===== src/rtl/requant_scale.sv =====
// requant_scale: three-stage pipelined requantizer.
//   S1: sum  = sext(acc_in) + sext(bias)                  (ACC_WIDTH+1 bits)
//   S2: prod = sum * {1'b0, scale}                        (ACC_WIDTH+SCALE_WIDTH+2 bits)
//   S3: y    = sat_OUT_WIDTH((prod + 2^(shift-1)) >>> shift), or sat(prod) when shift == 0
// scale and shift travel with each word, so they may change every cycle.
// Valid/ready handshake on both sides; every stage advances when its
// successor is empty or advancing, giving 1 word/cycle and a 3-cycle latency.
//
// Ports:
//   clk, rst            clock (rising edge), asynchronous active-high reset
//   in_valid, in_ready  upstream handshake (in_ready has no path from in_valid)
//   acc_in, bias        signed accumulator and bias, ACC_WIDTH bits
//   scale               unsigned multiplier, SCALE_WIDTH bits
//   shift               right-shift amount, SHIFT_WIDTH bits
//   out_valid, out_ready downstream handshake
//   y                   signed saturated result, OUT_WIDTH bits
module requant_scale #(
  parameter int ACC_WIDTH   = 32,
  parameter int SCALE_WIDTH = 16,
  parameter int SHIFT_WIDTH = 6,
  parameter int OUT_WIDTH   = 21
) (
  input  logic                   clk,
  input  logic                   rst,
  input  logic                   in_valid,
  output logic                   in_ready,
  input  logic [ACC_WIDTH-1:0]   acc_in,
  input  logic [ACC_WIDTH-1:0]   bias,
  input  logic [SCALE_WIDTH-1:0] scale,
  input  logic [SHIFT_WIDTH-1:0] shift,
  output logic                   out_valid,
  input  logic                   out_ready,
  output logic [OUT_WIDTH-1:0]   y
);

  localparam int SUM_W  = ACC_WIDTH + 1;
  localparam int PROD_W = ACC_WIDTH + SCALE_WIDTH + 2;
  localparam int RND_W  = PROD_W + 1;

  // Saturation bounds expressed at the rounding width.
  localparam logic signed [RND_W-1:0] Y_MAX =
    {{(RND_W-OUT_WIDTH+1){1'b0}}, {(OUT_WIDTH-1){1'b1}}};
  localparam logic signed [RND_W-1:0] Y_MIN =
    {{(RND_W-OUT_WIDTH+1){1'b1}}, {(OUT_WIDTH-1){1'b0}}};

  // Stage registers
  logic                     v1_q, v1_d, v2_q, v2_d, v3_q, v3_d;
  logic [SUM_W-1:0]         sum_q, sum_d;
  logic [SCALE_WIDTH-1:0]   scale1_q, scale1_d;
  logic [SHIFT_WIDTH-1:0]   shift1_q, shift1_d, shift2_q, shift2_d;
  logic signed [PROD_W-1:0] prod_q, prod_d;
  logic [OUT_WIDTH-1:0]     y_q, y_d;

  // Datapath intermediates
  logic                     adv1, adv2, adv3;
  logic signed [PROD_W-1:0] mul_a, mul_b, mul_p;
  logic signed [RND_W-1:0]  prod_ext, rnd_c, rnd_sum, r;
  logic [OUT_WIDTH-1:0]     y_sat;

  // NOTE: every signal written in this block gets a default first, so no
  // path leaves one unassigned and no latch is inferred.
  always_comb begin
    // Advance chain runs back from the output; in_ready never sees in_valid.
    adv3     = ~v3_q | out_ready;
    adv2     = ~v2_q | adv3;
    adv1     = ~v1_q | adv2;
    in_ready = adv1;

    // S2 multiply: both operands widened to the product width so the
    // signed multiply is exact (the true product always fits).
    mul_a = {{(PROD_W-SUM_W){sum_q[SUM_W-1]}}, sum_q};
    mul_b = {{(PROD_W-SCALE_WIDTH){1'b0}}, scale1_q};
    mul_p = mul_a * mul_b;

    // S3 round-half-up and arithmetic shift at prod width + 1.
    prod_ext = {prod_q[PROD_W-1], prod_q};
    rnd_c    = RND_W'(1) << (shift2_q - SHIFT_WIDTH'(1));
    rnd_sum  = prod_ext + rnd_c;
    if (shift2_q == '0) begin
      r = prod_ext;
    end else if (32'(shift2_q) > PROD_W) begin
      // |prod| < 2^(PROD_W-2), so any larger shift rounds to exactly 0;
      // this also keeps the rounding constant inside the adder width.
      r = '0;
    end else begin
      r = rnd_sum >>> shift2_q;
    end

    if (r > Y_MAX) begin
      y_sat = Y_MAX[OUT_WIDTH-1:0];
    end else if (r < Y_MIN) begin
      y_sat = Y_MIN[OUT_WIDTH-1:0];
    end else begin
      y_sat = r[OUT_WIDTH-1:0];
    end

    // Hold everything by default; a stage loads only when it advances.
    v1_d     = v1_q;
    sum_d    = sum_q;
    scale1_d = scale1_q;
    shift1_d = shift1_q;
    v2_d     = v2_q;
    prod_d   = prod_q;
    shift2_d = shift2_q;
    v3_d     = v3_q;
    y_d      = y_q;

    if (adv1) begin
      v1_d = in_valid;
      if (in_valid) begin
        sum_d    = {acc_in[ACC_WIDTH-1], acc_in} + {bias[ACC_WIDTH-1], bias};
        scale1_d = scale;
        shift1_d = shift;
      end
    end
    if (adv2) begin
      v2_d = v1_q;
      if (v1_q) begin
        prod_d   = mul_p;
        shift2_d = shift1_q;
      end
    end
    if (adv3) begin
      v3_d = v2_q;
      if (v2_q) begin
        y_d = y_sat;
      end
    end
  end

  // NOTE: state uses non-blocking assignments so every flop samples the
  // pre-edge values of the others, independent of statement order.
  // NOTE: datapath registers are reset alongside the valids; it is cheap at
  // this size and keeps y at a defined 0 straight out of reset.
  always_ff @(posedge clk or posedge rst) begin
    if (rst) begin
      v1_q     <= 1'b0;
      v2_q     <= 1'b0;
      v3_q     <= 1'b0;
      sum_q    <= '0;
      scale1_q <= '0;
      shift1_q <= '0;
      prod_q   <= '0;
      shift2_q <= '0;
      y_q      <= '0;
    end else begin
      v1_q     <= v1_d;
      v2_q     <= v2_d;
      v3_q     <= v3_d;
      sum_q    <= sum_d;
      scale1_q <= scale1_d;
      shift1_q <= shift1_d;
      prod_q   <= prod_d;
      shift2_q <= shift2_d;
      y_q      <= y_d;
    end
  end

  assign out_valid = v3_q;
  assign y         = y_q;

endmodule


===== config.mk =====
export PLATFORM = sky130hd
export DESIGN_NAME = requant_scale
export DESIGN_NICKNAME = d
export VERILOG_FILES = /design/src/rtl/requant_scale.sv
export SDC_FILE = /design/constraint.sdc
export NUM_CORES = 2
export LEC_CHECK = 0
export CORE_MARGIN = 4
export CORE_UTILIZATION = 65
export DETAILED_ROUTE_END_ITERATION = 12
export MAX_ROUTING_LAYER = met4
export PLACE_DENSITY = 0.86
export SLEW_MARGIN = 40
export SYNTH_ARGS = -nofsm -noshare
export SYNTH_HDL_FRONTEND = slang
export SYNTH_SLANG_ARGS = --single-unit
export TNS_END_PERCENT = 5

===== constraint.sdc =====
create_clock -name clk -period 23.8 [get_ports clk]
set_input_delay 4.76 -clock clk [delete_from_list [all_inputs] [get_ports clk]]
set_output_delay 4.76 -clock clk [all_outputs]
set_load 0.05 [all_outputs]

==> flow_summary.toml <==
[detailed_routing]
detail-route-antenna-nets = 0
wirelength_um = 99300
vias_per_cell = 6.44
drt_iter0_drc = 3051
drc = 0
dr.pass1.iters = 7
vias = 30300
wl_per_cell_um = 21.1

[worst_setup_path]
reg2reg_from = "scale1_q[2]$_DFFE_PP0P_"
cp_slowest_stage_delay_ns = 0.84
crit_type = "in2out"
path_cells = "clkdlybuf4s50_1 -> nor2b_1 -> nand3_1 -> clkdlybuf4s50_1"
r2r_end = "prod_q[49]$_DFFE_PP0P_"
startpoint_type = "primary input"
worst_path_most_repeated_cell = "clkdlybuf4s50_1"
cp.required_ns = 19.04
critical_path.max_fanout = 3
critPathSlowestCell = "clkdlybuf4s50_1"
cp-end-kind = "primary output"
r2r_setup_slack_ns = 14.88
reg2regPathDepth = 30
arrival_ns = 6.30

[sta]
fin_crit_sh = 0.465
finalSetupViolations = 0
rsz0062_at_grt = "no"
period_minus_slack_ns = 11.06
setup_total_negative_slack_ns = 0
hold_viol_final = 0
drv_slew = 0
fin_skew_ns = 0.0236
worst_pin_slew_ns = 0.918
max_freq_ghz = 0.0904
relSlewSlack = 0.385
whs_ns = 0.510

[grt]
grt_first_pass_wirelength_um = 161000
overflow = 0
grt_pass1_vias = 30400
grt_max_degree = 96
grt_usage = 0.368
antenna_found_initial = 0

[yosys]
ys.flop_type = "dfrtp_1"
synth_most_common_cell = "nand2_1"
synth_compound_area_frac = 0.159
synth-edff-count = 0
synth_xor_area_frac = 0.0294
synth_top_area_cell = "fa_1"
muxShareOfSynthArea = 0.0441
synth_top_area_frac = 0.303
synth-seq-cells = 135
synth_cell_types = 90
synth_top_family_by_area = "adder cells"
synth_nets = 4885
synthTopCellsByArea = "fa_1 (30%), dfrtp_1 (10%), ha_1 (7.5%), nand2_1 (6.7%), inv_1 (6.5%)"
synthCells = 4089
ys_async_sr_fraction = 1.00
synthTopCellsByCount = "nand2_1 (598), inv_1 (580), fa_1 (505), nor2_1 (223), and2_1 (218)"
syn_avg_cell_area_um2 = 8.17
synth.cell_area_mm2 = 0.0334
synth_warnings = 0
synth_fa_ha_area_frac = 0.378
ys_seq_area_frac = 0.101
synth-simple-area-share = 0.196

[cts]
h-tree-depth = 4
cts_buffer_depth = 2
hold_buffers = 0
clock_sinks = 135
clockRootBuffer = "clkbuf_16"
numCtsBuffers = 17
post_cts_buffers = 0
clkSlewWorstSetupHoldPaths_ns = 0.07
post_cts_resized = 0
clk_latency_ns = 0.50
cts_tree = "yes"

[outcome]
status = "complete, no violations"

[cells_and_area]
n_antenna_cell = 0
area_growth_pct = 6.28
seq_area_mm2 = 0.00339
layout-drive-gt1-share = 0.0456
final_nets = 4821
multi_input_area_mm2 = 0.0270
final_cell_area_mm2 = 0.0355
fill_cells = 3869

[floorplanning]
dieHeight_um = 235
die_w_um = 235
rows = 82
core_region_area_mm2 = 0.0505
io_pins = 113
dieArea_mm2 = 0.0551
start_util = 0.662

[placement]
port_buffers = 112
place_area_mm2 = 0.0349
dp_hpwl_um = 77400
gp_congestion = 1.05

[min_path]
min_to = "shift1_q[3]$_DFFE_PP0P_"
hold_path_depth = 1
min-delay-start = "shift1_q[3]$_DFFE_PP0P_"
hold_class = "reg2reg"

[job]
max-cap-violations = 0
[cell usage in the layout, fill, tap and decap left out, types with 112 or more instances in the layout]
cell type,netlist,routed
nand2_1,598,595
inv_1,580,577
fa_1,505,505
nor2_1,223,222
and2_1,218,217
ha_1,201,201
o21ai_0,192,192
a21oi_1,187,185
dfrtp_1,135,128
clkdlybuf4s50_1,0,112
[registers in the layout, indices dropped and copies added, names as in the netlist]
register / flops
out_valid: 1
prod_q: 50
scale1_q: 16
shift1_q: 6
shift2_q: 6
sum_q: 33
v1_q: 1
v2_q: 1
y: 21
[worst max path at each step]
stage,to,cells after the start,slack (ns),start
3_3_place_gp,in_ready,4,12.76,out_ready
6_report,in_ready,4,12.74,out_ready
2_1_floorplan,in_ready,2,13.72,out_ready
5_1_grt,in_ready,4,12.68,out_ready
3_5_place_dp,in_ready,4,12.74,out_ready
4_1_cts,in_ready,4,12.73,out_ready
[logic make-up after synthesis]
| kind of cell | Yosys count |
|---|---|
| compound gates | 809 |
| xor+xnor | 112 |
| fa+ha+maj | 706 |
| buf+inv | 821 |
| flops | 135 |
| mux | 118 |
| simple gates | 1388 |
[per-layer routing]
metal,global-route usage,share of wire
met5,-,0
met4,0.164,0.049
met3,0.0723,0.10
met2,0.576,0.47
met1,0.471,0.38
[worst max-delay path, delay by kind of cell]
kind / cells / cell delay [ns]
and+or+nand+nor: 2 / 0.21
buffers and inverters: 2 / 1.32
[metrics by stage]
| stage | setup slack [ns] | utilization | std cells |
|---|---|---|---|
| floorplan | 13.72 | - | 4089 |
| global placement | 12.76 | 0.690 | 4678 |
| detailed placement | 12.74 | 0.690 | 4678 |
| CTS | 12.73 | 0.703 | 4710 |
| global route | 12.68 | 0.704 | 4710 |
| finish | 12.74 | 0.704 | 4710 |
[final cells by class]
type                            instances  share of cell area
Multi-Input combinational cell       3133               0.761
Sequential cell                       135              0.0954
Inverter                              583              0.0618
Timing Repair Buffer                  155              0.0410
Tap cell                              672              0.0237
Clock buffer                           17              0.0120
Clock inverter                         15             0.00567
Power is not shown: default switching activity piles up to over one toggle a cycle in this logic, so the estimate is an artifact.
